==> src/rtl/alu_sequencer.sv <==
// Sequences single arithmetic/branch requests through an external combinational ALU.
// One request in flight: IDLE accepts, EXEC samples the ALU, RESP holds the result until taken.
module alu_sequencer #(
    parameter int CNT_W = 16
) (
    input  logic             clk,
    input  logic             rst,
    input  logic             req_valid,
    output logic             req_ready,
    input  logic             req_is_branch,
    input  logic [2:0]       req_op,
    input  logic [2:0]       req_funct3,
    input  logic [31:0]      req_a,
    input  logic [31:0]      req_b,
    output logic [2:0]       alu_op,
    output logic [31:0]      alu_a,
    output logic [31:0]      alu_b,
    input  logic [31:0]      alu_w,
    input  logic             alu_zero,
    input  logic             alu_sign,
    output logic             rsp_valid,
    input  logic             rsp_ready,
    output logic [31:0]      rsp_result,
    output logic             rsp_taken,
    output logic             rsp_error,
    output logic [CNT_W-1:0] cnt_ops,
    output logic [CNT_W-1:0] cnt_taken
);

    typedef enum logic [1:0] {IDLE, EXEC, RESP} state_t;

    typedef struct packed {
        logic        is_branch;
        logic [2:0]  op;
        logic [2:0]  funct3;
        logic [31:0] a;
        logic [31:0] b;
    } req_t;

    localparam logic [2:0] OP_ADD  = 3'd0;
    localparam logic [2:0] OP_SUB  = 3'd1;
    localparam logic [2:0] OP_SLT  = 3'd4;
    localparam logic [2:0] OP_SLTU = 3'd5;

    state_t state, state_nx;
    req_t   lat;
    logic   illegal;
    logic   taken_c;
    logic   hs;

    // SLT/SLTU already deliver the comparison in bit 0, so the sign flag drives no decision.
    logic unused_flags;
    assign unused_flags = alu_sign;

    always_ff @(posedge clk) begin
        if (rst) state <= IDLE;
        else     state <= state_nx;
    end

    always_comb begin
        state_nx  = state;
        req_ready = 1'b0;
        rsp_valid = 1'b0;
        case (state)
            IDLE: begin
                req_ready = 1'b1;
                if (req_valid) state_nx = EXEC;
            end
            EXEC: state_nx = RESP;
            RESP: begin
                rsp_valid = 1'b1;
                if (rsp_ready) state_nx = IDLE;
            end
            default: state_nx = IDLE;
        endcase
    end

    // Illegal requests still occupy the ALU, but as a harmless ADD.
    always_comb begin
        illegal = 1'b0;
        alu_op  = OP_ADD;
        if (lat.is_branch) begin
            case (lat.funct3)
                3'b000, 3'b001: alu_op = OP_SUB;
                3'b100, 3'b101: alu_op = OP_SLT;
                3'b110, 3'b111: alu_op = OP_SLTU;
                default:        illegal = 1'b1;
            endcase
        end else if (lat.op == 3'd7) begin
            illegal = 1'b1;
        end else begin
            alu_op = lat.op;
        end
    end

    always_comb begin
        taken_c = 1'b0;
        if (lat.is_branch) begin
            case (lat.funct3)
                3'b000:         taken_c = alu_zero;
                3'b001:         taken_c = ~alu_zero;
                3'b100, 3'b110: taken_c = alu_w[0];
                3'b101, 3'b111: taken_c = ~alu_w[0];
                default:        taken_c = 1'b0;
            endcase
        end
    end

    assign alu_a = lat.a;
    assign alu_b = lat.b;
    assign hs    = rsp_valid && rsp_ready;

    always_ff @(posedge clk) begin
        if (rst) begin
            lat        <= '0;
            rsp_result <= '0;
            rsp_taken  <= 1'b0;
            rsp_error  <= 1'b0;
            cnt_ops    <= '0;
            cnt_taken  <= '0;
        end else begin
            if (state == IDLE && req_valid)
                lat <= '{req_is_branch, req_op, req_funct3, req_a, req_b};
            if (state == EXEC) begin
                rsp_result <= illegal ? 32'd0 : alu_w;
                rsp_taken  <= taken_c;
                rsp_error  <= illegal;
            end
            if (hs && !rsp_error && cnt_ops != '1)
                cnt_ops <= cnt_ops + CNT_W'(1);
            if (hs && rsp_taken && cnt_taken != '1)
                cnt_taken <= cnt_taken + CNT_W'(1);
        end
    end

endmodule

==> config.mk <==
export PLATFORM = sky130hd
export DESIGN_NAME = alu_sequencer
export DESIGN_NICKNAME = d
export VERILOG_FILES = /design/src/rtl/alu_sequencer.sv
export SDC_FILE = /design/constraint.sdc
export NUM_CORES = 1
export LEC_CHECK = 0
export CAP_MARGIN = 10
export CORE_ASPECT_RATIO = 0.6
export CORE_MARGIN = 1
export CORE_UTILIZATION = 44
export CTS_CLUSTER_DIAMETER = 30
export DETAILED_ROUTE_END_ITERATION = 8
export GPL_ROUTABILITY_DRIVEN = 0
export PLACE_DENSITY_LB_ADDON = 0.05
export SLEW_MARGIN = 10
export SYNTH_ARGS = -nofsm -noshare
export SYNTH_HDL_FRONTEND = slang
export SYNTH_SLANG_ARGS = --single-unit
==> constraint.sdc <==
create_clock -name clk -period 2.4 [get_ports clk]
set_input_delay 0.48 -clock clk [delete_from_list [all_inputs] [get_ports clk]]
set_output_delay 0.48 -clock clk [all_outputs]
set_load 0.005 [all_outputs]
==> reports/qor.csv, run 1 <==
stage,metric,value,unit
floorplanning,die width,153,um
synthesis,Synth cell types,44,
power_and_ir_drop,Leak Pwr,3.19,nW
synthesis,sequential area share after synthesis,46.0,%
grt,vias in the first global route,5269,
route,DRC,0,
route,vias per cell,5.13,
clock_network,clk sink count,139,
power_and_ir_drop,Sw Ratio,23.6,%
synthesis,Yosys reg bits,139,
sta,Max Freq,0.469,GHz
setup_path,CP max stage delay,0.57,ns
clock_network,Clock Tree Root,clkbuf_16,
clock_network,"Reg clk slew, reported paths",0.06,ns
setup_path,crit-path cells,inv_1 > a211oi_1 > clkdlybuf4s50_1,
route,violation count after the first detailed-route iteration,260,
route,Total Wirelength,16200,um
place,post-place setup slack,0.0913,ns
route,drt wl/cell,15.1,um
sta,final setup violation count,0,
route,via count,5521,
floorplanning,Ports,244,
power_and_ir_drop,Tot Pwr,5.63,mW
grt,antenna violations before repair,0,
sta,endpoints failing hold,0,
synthesis,Post-synth ARST share,0,%
setup_path,required time of the critical path,1.92,ns
sta,Final Hold Slack,0.454,ns
final_layout,fin nets,1010,
clock_network,Worst-Skew Late Latency,0.40,ns
sta,Final min period,2.13,ns
job,Maximum Capacitance Violations,0,
setup_path,Critical R2R Capture,cnt_taken[0]$_SDFFE_PP0P_,
setup_path,CP bufs+invs,2,
power_and_ir_drop,Clk network pwr share,43.2,%
place,Post-DP HPWL,11500,um
setup_path,Worst path depth,3,
clock_network,H-tree depth,4,
setup_path,reg2reg setup slack,0.37,ns
setup_path,FF-to-FF path depth,5,
clock_network,CTS buffer count,17,
synthesis,"Primary FF master, synth",dfxtp_1,
outcome,outcome,finished clean,
power_and_ir_drop,Cell Pwr Density,646,nW/um^2
floorplanning,Cell Rows,32,
setup_path,R2R Path Start,cnt_taken[0]$_SDFFE_PP0P_,
synthesis,Post-synth EDFFs,0,
synthesis,Cells after Synth,731,
synthesis,post-synth net total,845,
final_layout,ant diodes,0,
route,drt first pass iters,4,
clock_network,CTS tree,built,
clock_network,clk buf depth,2,
setup_path,crit-path max FO,5,
floorplanning,DIE HEIGHT,92.8,um
power_and_ir_drop,Seq pwr share,44.0,%
synthesis,Mean Syn Cell Area,8.28,sq um
sta,slew margin rel.,61.2,%
power_and_ir_drop,Max IR drop VDD,486,uV
final_layout,area growth from synthesis to layout,44.0,%
grt,pin count of the biggest net entering global routing,83,
worst_hold_path,hold_sp,alu_a[11]$_SDFFE_PP0P_,
setup_path,Critical Path Start,lat[68]$_SDFFE_PP0P_,
power_and_ir_drop,P_sw,1.33,mW
final_layout,layout cells sized above 1,7.72,%
grt,GRT overflow,0,
power_and_ir_drop,Internal,4.31,mW
route,number of routed nets with antenna violations,0,
place,IO buf count,242,
worst_hold_path,Hold Crit Class,flip-flop to flip-flop,
sta,Slew @ Worst Pin,0.577,ns
setup_path,Setup CP Type,flip-flop to output port,
setup_path,CP Launch Type,flip-flop,
grt,Total GRT Usage,22.6,%
grt,first-pass GRT wire length,26000,um
sta,Pins Over Slew Limit,0,
setup_path,critical path's top delay family,buffers and inverters,
setup_path,WP data arrival,1.65,ns
sta,RSZ-0062 raised after global routing,no,
synthesis,post-synth top area cell,dfxtp_1,
synthesis,number of synthesis warnings,0,
power_and_ir_drop,combinational power share,12.7,%
setup_path,Setup crit end,alu_op[1],
synthesis,Synth Cell Area,6050,sq um
floorplanning,Starting Density,46.1,%
setup_path,crit end category,output port,
sta,setup_tns,0,ns
synthesis,most area-consuming cells after synthesis,"dfxtp_1 46%, nand2_1 10%, buf_4 8.1%",
sta,clk_skew,0.0112,ns
setup_path,Critical-path top delay cell,clkdlybuf4s50_1,
sta,Tcrit/Tclk final,88.8,%
sta,worst setup margin,0.268,ns
floorplanning,die area,14200,sq um
floorplanning,Core ar.,13100,sq um
synthesis,share of the synthesized area in the top cell type,46.0,%
final_layout,"Cell Count, Final, Fillers Out",1077,
place,placed cells,1047,
==> final cells by class <==
type | count | area [sq um]
sequential | 139 | 2780
inverter | 8 | 30.0
fill | 1088 | 4420
clock buffer | 19 | 453
tap | 170 | 213
multi-input combinational | 477 | 2600
clock inverter | 11 | 97.6
timing repair buffer | 253 | 2540
==> cells in the mapped netlist, types with 2 or more instances <==
library cell / count
nand2_1: 165
dfxtp_1: 139
a21oi_1: 95
buf_4: 65
nor2_1: 51
a22oi_1: 33
clkbuf_1: 28
nor2b_1: 15
mux2_2: 13
nand3_1: 10
o31ai_1: 10
or4_1: 10
o21ai_0: 9
buf_1: 8
inv_1: 8
nand4_1: 8
or3_1: 7
buf_2: 6
ha_1: 5
a211oi_1: 4
nand2b_1: 4
nor3_1: 4
and2_1: 3
nor4_1: 3
and3_1: 2
and4_1: 2
and4b_1: 2
nand3b_1: 2
nand4_2: 2
nor4_2: 2
nor4_4: 2
xor2_1: 2
==> kinds of logic after synthesis <==
logic type	after synthesis	synth area share, %
xor+xnor	2	0.289
flops	139	46.0
simple gates	301	23.8
mux	14	2.58
buf+inv	115	11.3
fa+ha+maj	5	1.03
compound gates	155	15.1
==> worst reg2reg max path, cell delays in order (launching register included) <==
cell     delay (ns)
dfxtp_1        0.46
ha_1           0.27
nand2_1        0.11
nor4_4         0.57
a21oi_1        0.21
mux2_2         0.30
==> power by group through the flow <==
stage	registers [mW]	clock network, mW	logic (mW)
2_1_floorplan	2.52	0	0.359
3_3_place_gp	2.52	0	0.709
3_5_place_dp	2.53	0	0.724
4_1_cts	2.48	2.50	0.727
5_1_grt	2.49	2.61	0.786
6_report	2.48	2.43	0.717
==> state kept, by name (all words and copies together), names as in the netlist <==
signal / flops
state: 2
alu_a: 32
alu_b: 32
cnt_ops: 16
rsp_error: 1
rsp_result: 32
cnt_taken: 16
rsp_taken: 1
lat: 7
==> repair_timing <==
action | 4_1_cts | 5_1_grt
pin swaps | 0 | 0
buffers inserted | 0 | 0
hold buffers | 0 | 0
setup endpoints to repair | 1 | 1
gates resized for setup | 2 | 1
==> how the worst min path moves through the flow <==
stage                                   to  cells past startpoint
floorplan            alu_a[0]$_SDFFE_PP0P_                      2
global placement     alu_b[9]$_SDFFE_PP0P_                      2
detailed placement  alu_a[11]$_SDFFE_PP0P_                      2
CTS                 alu_a[11]$_SDFFE_PP0P_                      2
global route         alu_b[0]$_SDFFE_PP0P_                      2
finish              alu_a[11]$_SDFFE_PP0P_                      2
==> per-stage QoR <==
step / util (%) / area [sq um]
3_5_place_dp: 62.2 / 8160
5_1_grt: 66.4 / 8720
2_1_floorplan: - / 6050
4_1_cts: 66.3 / 8710
6_report: 66.4 / 8720
3_3_place_gp: 62.2 / 8160
==> layer usage <==
| layer | track usage [%] | vias to the layer above | wire [um] |
|---|---|---|---|
| met3 | 8.19 | 8 | 1290 |
| met4 | 6.08 | 0 | 112 |
| met5 | 0 | - | 0 |
| met2 | 37.0 | 158 | 7500 |
| li1 | - | 2761 | - |
| met1 | 28.2 | 2594 | 7300 |
==> cell usage in the layout (no fill, tap or decap), types with 3 or more instances in the layout <==
cell type          n
nor2b_1           15
a211oi_1           4
or3_1              7
o31ai_1           10
dfxtp_1          138
a21oi_1           95
a22oi_1           33
nand4_1            8
clkdlybuf4s50_1  239
clkbuf_16         17
nor4_1             3
mux2_2            13
inv_1              8
nor2_1            51
nand3_1           10
clkinv_4           3
clkinv_2           5
nor3_1             4
or4_1             10
buf_12             3
o21ai_0            9
nand2b_1           4
ha_1               5
buf_4              9
nand2_1          164
Note: power is estimated with default switching activity, not from simulation.
==> run 2, diff against run 1 <==
CORE_MARGIN = 5   (was 1)
SKIP_CTS_REPAIR_TIMING = 1   (was unset)
==> run 2 against run 1 <==
  * Combinational power is 1% higher
  * Final cell count is 0.84% higher
  * Largest power group unchanged
  * Clock power hardly changed
  * Sequential share of layout area is 0.069 points lower
  * Count of clock-buffer cells in the layout is 1 lower
  * Power is 0.61% lower
  * First-iteration DRC count is 32% higher
  * Via count is 0.65% higher
==> reports/qor.csv, run 2 (same netlist as run 1, synthesis figures left out) <==
stage,metric,value,unit
grt,Total GRT Usage,20.7,%
final_layout,ant diodes,0,
grt,first-pass GRT wire length,27200,um
setup_path,CP bufs+invs,2,
clock_network,H-tree depth,4,
place,placed cells,1054,
power_and_ir_drop,Seq pwr share,44.3,%
sta,setup_tns,0,ns
sta,slew margin rel.,62.7,%
setup_path,crit end category,output port,
power_and_ir_drop,P_sw,1.42,mW
route,number of routed nets with antenna violations,0,
sta,RSZ-0062 raised after global routing,no,
floorplanning,Core ar.,13600,sq um
power_and_ir_drop,Cell Pwr Density,641,nW/um^2
floorplanning,DIE HEIGHT,101,um
clock_network,"Reg clk slew, reported paths",0.06,ns
grt,vias in the first global route,5409,
floorplanning,Starting Density,44.6,%
setup_path,crit-path cells,inv_1 > a211oi_1 > clkdlybuf4s50_1,
final_layout,Multi-input gate area,2600,sq um
route,via count,5557,
final_layout,most frequent cells in the layout,"239 x clkdlybuf4s50_1, 164 x nand2_1, 139 x dfxtp_1",
power_and_ir_drop,Internal,4.18,mW
job,Maximum Capacitance Violations,0,
setup_path,Critical-path top delay cell,clkdlybuf4s50_1,
route,drt wl/cell,15.9,um
route,vias per cell,5.12,
power_and_ir_drop,Sw Ratio,25.4,%
clock_network,CTS buffer count,17,
floorplanning,Cell Rows,33,
floorplanning,die width,161,um
clock_network,clk sink count,139,
route,DRC,0,
power_and_ir_drop,Clk network pwr share,42.8,%
sta,endpoints failing hold,0,
sta,Tcrit/Tclk final,88.8,%
final_layout,layout cells sized above 1,7.90,%
grt,pin count of the biggest net entering global routing,77,
grt,antenna violations before repair,0,
sta,Final min period,2.13,ns
final_layout,fin nets,1012,
place,Post-DP HPWL,12300,um
setup_path,required time of the critical path,1.92,ns
worst_hold_path,Hold Crit Class,flip-flop to flip-flop,
floorplanning,die area,16300,sq um
final_layout,"commonest non-fill, non-tap cell in the layout",clkdlybuf4s50_1,
clock_network,CTS tree,built,
setup_path,critical path's top delay family,buffers and inverters,
setup_path,Setup CP Type,flip-flop to output port,
clock_network,clk buf depth,2,
sta,Pins Over Slew Limit,0,
place,IO buf count,242,
sta,worst setup margin,0.270,ns
setup_path,CP Launch Type,flip-flop,
final_layout,storage element area,2780,sq um
final_layout,Fill cells,1158,
sta,clk_skew,0.0134,ns
route,Total Wirelength,17200,um
final_layout,Util after Layout,64.3,%
grt,GRT overflow,0,
route,drt first pass iters,5,
power_and_ir_drop,combinational power share,12.9,%
sta,final setup violation count,0,
setup_path,CP max stage delay,0.59,ns
final_layout,"Cell Count, Final, Fillers Out",1086,
clock_network,Worst-Skew Late Latency,0.41,ns
power_and_ir_drop,Tot Pwr,5.60,mW
final_layout,area growth from synthesis to layout,44.3,%
clock_network,Clock Tree Root,clkbuf_16,
place,post-place setup slack,0.0733,ns
outcome,outcome,finished clean,
sta,Max Freq,0.469,GHz
setup_path,WP data arrival,1.65,ns
route,violation count after the first detailed-route iteration,343,
power_and_ir_drop,Leak Pwr,3.19,nW
sta,Slew @ Worst Pin,0.555,ns
floorplanning,Ports,244,
setup_path,crit-path max FO,5,
power_and_ir_drop,Max IR drop VDD,412,uV
## run 2: cell types whose count changed in the layout (fill, tap and decap cells not counted), sizes merged, moves of 2 or more
cell | before | now
inv | 9 | 12
clkinvlp | 1 | 5
buf | 12 | 14
clkinv | 8 | 5
## run 2: metal layers
metal  up-vias  global-route usage (%)  wire [um]
met5         -                       0          0
met2       192                    33.2       8020
met4         0                    5.05        144
met1      2587                    25.5       7310
met3        11                    9.60       1760
li1       2767                       -          -
## run 2: area by class of cell
cell class / instances / share of cell area, %
clock buffers: 18 / 4.92
inverters: 8 / 0.344
well taps: 175 / 2.51
flip-flops and latches: 139 / 31.9
repair buffers: 255 / 29.3
multi-input cells: 477 / 29.8
clock inverters: 14 / 1.29
## run 2: worst register-to-register path, cell delays in order (launching register included)
cell and delay, ns:
dfxtp_1 0.46, and4_1 0.47, nand4_1 0.28, or4_1 0.48, a21oi_1 0.16
## run 2: worst paths after layout
| check | from | to | slack (ns) | depth (start not counted) |
|---|---|---|---|---|
| max | lat[68]$_SDFFE_PP0P_ | alu_op[1] | 0.27 | 3 |
| min | alu_a[31]$_SDFFE_PP0P_ | alu_a[31]$_SDFFE_PP0P_ | 0.45 | 2 |
| max reg2reg | cnt_taken[6]$_SDFFE_PP0P_ | cnt_taken[12]$_SDFFE_PP0P_ | 0.49 | 4 |
| min reg2reg | alu_a[31]$_SDFFE_PP0P_ | alu_a[31]$_SDFFE_PP0P_ | 0.45 | 2 |
## run 2: through the flow
step	instance area [sq um]	hold WS, ns
2_1_floorplan	6050	0.437
3_3_place_gp	8180	0.441
3_5_place_dp	8180	0.446
4_1_cts	8730	0.454
5_1_grt	8730	0.469
6_report	8730	0.451
## run 2: power groups by stage
stage / sequential (mW) / combinational [mW] / clock [mW]
after global placement: 2.52 / 0.717 / 0
final: 2.48 / 0.724 / 2.40
after global routing: 2.49 / 0.792 / 2.55
after detailed placement: 2.53 / 0.730 / 0
after CTS: 2.48 / 0.734 / 2.44
after floorplan: 2.52 / 0.359 / 0
